$ cat src/rtl/stacked_controller_if.sv
// Control/status bundle between the 8-queen sequencing FSM and its stacked datapath.
// master = controller side, slave = datapath side.
interface stacked_controller_if;
  logic start;
  logic cout;
  logic down_counter_zero;
  logic row_zero;
  logic last_row;
  logic last_column;
  logic safe;
  logic stack_ready;
  logic underflow;
  logic enable_output;
  logic register_load;
  logic count;
  logic load_counter;
  logic push;
  logic pop;
  logic increament_row;
  logic increament_column;
  logic ready;
  logic done;
  logic solution_found;

  modport master (
    input  start, cout, down_counter_zero, row_zero, last_row, last_column,
           safe, stack_ready, underflow,
    output enable_output, register_load, count, load_counter, push, pop,
           increament_row, increament_column, ready, done, solution_found
  );

  modport slave (
    output start, cout, down_counter_zero, row_zero, last_row, last_column,
           safe, stack_ready, underflow,
    input  enable_output, register_load, count, load_counter, push, pop,
           increament_row, increament_column, ready, done, solution_found
  );
endinterface

$ cat src/rtl/stacked_controller.sv
// Moore sequencer for the stacked 8-queen datapath: backtracking search, then
// streams the solved board one row per OUT_HOLD-cycle window.
module stacked_controller #(
  parameter int OUT_HOLD = 1
) (
  input logic                  clk,
  input logic                  reset,
  stacked_controller_if.master bus
);

  typedef enum logic [3:0] {
    S_IDLE, S_INIT, S_WAIT_CHK, S_CHECK, S_SCAN, S_ACCEPT, S_PUSH_ROW, S_NEXTCOL,
    S_REPLACE, S_BACK, S_WAIT_BACK, S_OUT, S_OUT_POP, S_WAIT_OUT, S_FIN, S_FAIL
  } state_t;

  typedef struct packed {
    logic enable_output;
    logic register_load;
    logic count;
    logic load_counter;
    logic push;
    logic pop;
    logic increament_row;
    logic increament_column;
    logic ready;
    logic done;
    logic solution_found;
  } ctl_t;

  localparam int                HOLD_W    = (OUT_HOLD > 1) ? $clog2(OUT_HOLD) : 1;
  localparam logic [HOLD_W-1:0] HOLD_LAST = HOLD_W'(OUT_HOLD - 1);

  state_t            state_q, state_d;
  logic [HOLD_W-1:0] hold_q, hold_d;
  ctl_t              ctl_q, ctl_d;

  function automatic ctl_t decode(input state_t s);
    ctl_t c;
    c = '0;
    case (s)
      S_IDLE:     c.ready = 1'b1;
      S_INIT:     c.push = 1'b1;
      S_CHECK:    c.load_counter = 1'b1;
      S_SCAN:     c.count = 1'b1;
      S_ACCEPT:   c.register_load = 1'b1;
      S_PUSH_ROW: begin c.push = 1'b1; c.increament_row = 1'b1; end
      S_REPLACE:  begin c.push = 1'b1; c.pop = 1'b1; c.increament_column = 1'b1; end
      S_BACK:     c.pop = 1'b1;
      S_OUT:      c.enable_output = 1'b1;
      S_OUT_POP:  c.pop = 1'b1;
      S_FIN:      begin c.done = 1'b1; c.solution_found = 1'b1; end
      S_FAIL:     c.done = 1'b1;
      default:    c = '0;
    endcase
    return c;
  endfunction

  // Every stack op is followed by a wait state, so push/pop states are only
  // ever entered while the stack is idle.
  always_comb begin
    state_d = state_q;
    hold_d  = (state_q == S_OUT) ? hold_q + 1'b1 : '0;
    case (state_q)
      S_IDLE:      if (bus.start) state_d = S_INIT;
      S_INIT:      state_d = S_WAIT_CHK;
      S_WAIT_CHK:  if (bus.stack_ready) state_d = S_CHECK;
      S_CHECK:     state_d = bus.row_zero ? S_ACCEPT : S_SCAN;
      S_SCAN: begin
        if (!bus.safe)                  state_d = S_NEXTCOL;
        else if (bus.down_counter_zero) state_d = S_ACCEPT;
      end
      S_ACCEPT:    state_d = bus.last_row ? S_OUT : S_PUSH_ROW;
      S_PUSH_ROW:  state_d = S_WAIT_CHK;
      // A column carry is treated exactly like the last column.
      S_NEXTCOL:   state_d = (bus.last_column || bus.cout) ? S_BACK : S_REPLACE;
      S_REPLACE:   state_d = S_WAIT_CHK;
      S_BACK:      state_d = S_WAIT_BACK;
      S_WAIT_BACK: if (bus.stack_ready) state_d = bus.underflow ? S_FAIL : S_NEXTCOL;
      S_OUT:       if (hold_q == HOLD_LAST) state_d = S_OUT_POP;
      S_OUT_POP:   state_d = S_WAIT_OUT;
      S_WAIT_OUT:  if (bus.stack_ready) state_d = bus.underflow ? S_FIN : S_OUT;
      S_FIN:       state_d = S_IDLE;
      S_FAIL:      state_d = S_IDLE;
      default:     state_d = S_IDLE;
    endcase
    ctl_d = decode(state_d);
  end

  always_ff @(posedge clk or posedge reset) begin
    if (reset) begin
      state_q <= S_IDLE;
      hold_q  <= '0;
      ctl_q   <= decode(S_IDLE);
    end else begin
      state_q <= state_d;
      hold_q  <= hold_d;
      ctl_q   <= ctl_d;
    end
  end

  assign bus.enable_output     = ctl_q.enable_output;
  assign bus.register_load     = ctl_q.register_load;
  assign bus.count             = ctl_q.count;
  assign bus.load_counter      = ctl_q.load_counter;
  assign bus.push              = ctl_q.push;
  assign bus.pop               = ctl_q.pop;
  assign bus.increament_row    = ctl_q.increament_row;
  assign bus.increament_column = ctl_q.increament_column;
  assign bus.ready             = ctl_q.ready;
  assign bus.done              = ctl_q.done;
  assign bus.solution_found    = ctl_q.solution_found;

endmodule
$ cat src/flat_wrapper.sv
// flat-port wrapper written by rule: the top's interface ports become plain ports
module stacked_controller_flat 
#(
  parameter int OUT_HOLD = 1
)
  (clk, reset, bus_start, bus_cout, bus_down_counter_zero, bus_row_zero, bus_last_row, bus_last_column, bus_safe, bus_stack_ready, bus_underflow, bus_enable_output, bus_register_load, bus_count, bus_load_counter, bus_push, bus_pop, bus_increament_row, bus_increament_column, bus_ready, bus_done, bus_solution_found);
  stacked_controller_if bus_i ();
  input logic clk;
  input logic reset;
  input wire logic [$bits(bus_i.start)-1:0] bus_start;
  input wire logic [$bits(bus_i.cout)-1:0] bus_cout;
  input wire logic [$bits(bus_i.down_counter_zero)-1:0] bus_down_counter_zero;
  input wire logic [$bits(bus_i.row_zero)-1:0] bus_row_zero;
  input wire logic [$bits(bus_i.last_row)-1:0] bus_last_row;
  input wire logic [$bits(bus_i.last_column)-1:0] bus_last_column;
  input wire logic [$bits(bus_i.safe)-1:0] bus_safe;
  input wire logic [$bits(bus_i.stack_ready)-1:0] bus_stack_ready;
  input wire logic [$bits(bus_i.underflow)-1:0] bus_underflow;
  output wire logic [$bits(bus_i.enable_output)-1:0] bus_enable_output;
  output wire logic [$bits(bus_i.register_load)-1:0] bus_register_load;
  output wire logic [$bits(bus_i.count)-1:0] bus_count;
  output wire logic [$bits(bus_i.load_counter)-1:0] bus_load_counter;
  output wire logic [$bits(bus_i.push)-1:0] bus_push;
  output wire logic [$bits(bus_i.pop)-1:0] bus_pop;
  output wire logic [$bits(bus_i.increament_row)-1:0] bus_increament_row;
  output wire logic [$bits(bus_i.increament_column)-1:0] bus_increament_column;
  output wire logic [$bits(bus_i.ready)-1:0] bus_ready;
  output wire logic [$bits(bus_i.done)-1:0] bus_done;
  output wire logic [$bits(bus_i.solution_found)-1:0] bus_solution_found;
  assign bus_i.start = bus_start;
  assign bus_i.cout = bus_cout;
  assign bus_i.down_counter_zero = bus_down_counter_zero;
  assign bus_i.row_zero = bus_row_zero;
  assign bus_i.last_row = bus_last_row;
  assign bus_i.last_column = bus_last_column;
  assign bus_i.safe = bus_safe;
  assign bus_i.stack_ready = bus_stack_ready;
  assign bus_i.underflow = bus_underflow;
  assign bus_enable_output = bus_i.enable_output;
  assign bus_register_load = bus_i.register_load;
  assign bus_count = bus_i.count;
  assign bus_load_counter = bus_i.load_counter;
  assign bus_push = bus_i.push;
  assign bus_pop = bus_i.pop;
  assign bus_increament_row = bus_i.increament_row;
  assign bus_increament_column = bus_i.increament_column;
  assign bus_ready = bus_i.ready;
  assign bus_done = bus_i.done;
  assign bus_solution_found = bus_i.solution_found;
  stacked_controller #(.OUT_HOLD(OUT_HOLD)) u_core (.clk(clk), .reset(reset), .bus(bus_i));
endmodule
$ cat config.mk
export PLATFORM = sky130hd
export DESIGN_NAME = stacked_controller_flat
export DESIGN_NICKNAME = d
export VERILOG_FILES = /design/src/rtl/stacked_controller_if.sv /design/src/rtl/stacked_controller.sv /design/src/flat_wrapper.sv
export SDC_FILE = /design/constraint.sdc
export NUM_CORES = 1
export LEC_CHECK = 0
export CAP_MARGIN = 20
export CORE_MARGIN = 1
export CORE_UTILIZATION = 30
export CTS_BUF_LIST = sky130_fd_sc_hd__clkbuf_16
export CTS_CLUSTER_DIAMETER = 100
export DETAILED_ROUTE_END_ITERATION = 7
export GPL_ROUTABILITY_DRIVEN = 0
export SYNTH_ARGS = -nofsm -noshare
export SYNTH_HDL_FRONTEND = slang
export SYNTH_SLANG_ARGS = --single-unit
$ cat constraint.sdc
create_clock -name clk -period 2 [get_ports clk]
set_clock_uncertainty 0.1 [all_clocks]
set_input_delay 0.3 -clock clk [delete_from_list [all_inputs] [get_ports clk]]
set_output_delay 0.3 -clock clk [all_outputs]
set_load 0.1 [all_outputs]
==> impl_metrics.yaml <==
run_status:
  status: "complete, no violations"
hold_path:
  hold_path_class: "in2async"
critical_path:
  crit_fanout: 4
  cp-end-kind: "flop"
  crit_type: "in2reg"
  cp_data_required_time_ps: 2050
  crit_arrival_ps: 1890
  start_kind: "input pin"
  reg2reg_depth: 6
clocking:
  root_buffer: "clkbuf_16"
  cts_tree: "built"
  clkLatencyLatePin_ps: 240
  clk_pin_slew_ps: 50
  cts.sink_count: 16
  cts_max_path_buffers: 2
  cts_htree_levels: 1
  cts_inserted_buffers: 3
routing:
  totalWireLength_mm: 1.773
  ant_nets: 0
  wl_per_cell_um: 12.14
  drtPass1Iterations: 3
  drc_errors: 0
  post_drt_via_cell_ratio: 4.788
  drt_iter0_drc: 1
  vias: 699
grt:
  antenna_found_initial: 0
  grt_overflow: 0
  grt_pass1_vias: 671
  grt_max_degree: 17
  grt_pass1_wl_mm: 2.967
  grtUsageTotal_pct: 14.05
logic_synthesis:
  synth.most_common_cell: "dfrtp_1"
  ys.flop_type: "dfrtp_1"
  synth.distinct_cells: 37
  synthesis.nets: 96
  syn-instance-count: 85
  avgSynthCellArea_um2: 9.921
  yosys_warnings: 0
  synth_area_leaders: "dfrtp_1 (45%), nor2_1 (4.0%), a2111oi_4 (3.3%)"
  netlist_area_um2: 843.3
  yosysTopAreaCell: "dfrtp_1"
  ys_seq_area_share_pct: 47.63
  ys_seq_elements: 16
  synth-edff-count: 0
  yosys.area.top_type_share_pct: 44.51
  async_flop_share_pct: 100.0
  ys_top_cells_by_count: "dfrtp_1 (15), nor2_1 (9), nand2_1 (7)"
finish:
  largest_reg_flops: 4
  diodes: 0
  layout.cells.non_filler: 146
  regMostFlops: "u_core.state_q"
  synthToLayoutAreaGrowth_pct: 43.62
  nets: 128
  drive_gt1_share_pct: 30.17
timing:
  fin_setup_tns_ps: 0
  fin_crit_ps: 1844
  timing.final.crit_share_pct: 92.18
  tightestPinTransition_ps: 576.4
  slew_headroom_pct: 61.53
  slew_violations: 0
  setup_viol: 0
  rsz0062_at_grt: "no"
  fmax_ghz: 0.5424
  holdWs_ps: 317.2
  hold_violations: 0
die:
  die_y_um: 55.02
  ios: 22
  core-area_mm2: 0.002567
  die_w_um: 55.02
  initial_core_util_pct: 32.85
  dieArea_mm2: 0.003027
  rows: 18
placed_design:
  port-buffer-count: 21
  dp_hpwl_mm: 1.424
  place_inst: 142
job:
  cap_violations: 0
## worst max-delay path, cell delays in order
cell	delay [ps]
clkdlybuf4s50_1	410
nor2b_1	150
and3_4	200
a2111oi_4	350
a21oi_2	130
buf_4	160
nor3b_1	190
## final timing paths
path | to | slack [ps] | from
setup / recovery | u_core.bus.solution_found | 160 | bus_stack_ready
hold / removal | u_core.bus.enable_output | 320 | reset
setup reg to reg | u_core.bus.solution_found | 200 | u_core.state_q[0]
hold reg to reg | u_core.hold_q | 430 | u_core.hold_q
max in group asynchronous | u_core.hold_q | 1110 | reset
min in group clk | u_core.hold_q | 430 | u_core.hold_q
## routing by layer
layer  vias to the layer above  share of wire, %  global-route usage (%)
met5                         -                 0                       0
met2                         8                52                   24.30
li1                        358                 -                       -
met1                       333                45                   17.91
met3                         0               3.6                   4.918
met4                         0                 0                       0
## final cells by class
class / instances / area (um^2)
timing repair buffer: 30 / 262.8
sequential: 16 / 401.6
multi-input combinational: 60 / 407.9
clock inverter: 1 / 3.754
fill: 263 / 1356
inverter: 6 / 22.52
tap: 30 / 37.54
clock buffer: 3 / 75.07
## stage by stage
step / util [%] / cell area (um^2) / setup WS [ps]
floorplan: - / 843.3 / 332.3
global placement: 43.86 / 1126 / -48.06
detailed placement: 43.86 / 1126 / -92.50
CTS: 46.93 / 1205 / 140.0
global route: 47.17 / 1211 / 13.35
finish: 47.17 / 1211 / 156.5
## cells in the final DEF, fill, tap and decap left out, types with 2 or more instances in the layout
cell	instances
inv_1	5
nor2b_1	3
clkbuf_16	3
nand2_1	7
nor2_1	9
a21oi_1	4
nand3_1	3
dfrtp_1	15
nand2b_1	2
or2_1	2
clkdlybuf4s50_1	10
inv_2	2
buf_4	19
o21ai_0	3
a21boi_0	2
nor3_1	4
## cells by family (layout without fill, tap and decap cells)
kind of cell,Yosys count,after routing,share of synthesized area (%)
mux,2,2,2.522
flops,16,16,47.63
buf+inv,9,40,4.748
compound gates,20,20,20.77
xor+xnor,1,1,1.039
simple gates,37,37,23.30
## what timing repair did
| action | in CTS | in global routing |
|---|---|---|
| endpoints found under the setup margin | 0 | 1 |
| resized for setup | 0 | 1 |
| hold buffers | 0 | 0 |
| setup buffers | 0 | 0 |
Power is not shown: default switching activity piles up to over one toggle a cycle in this logic, so the estimate is an artifact.
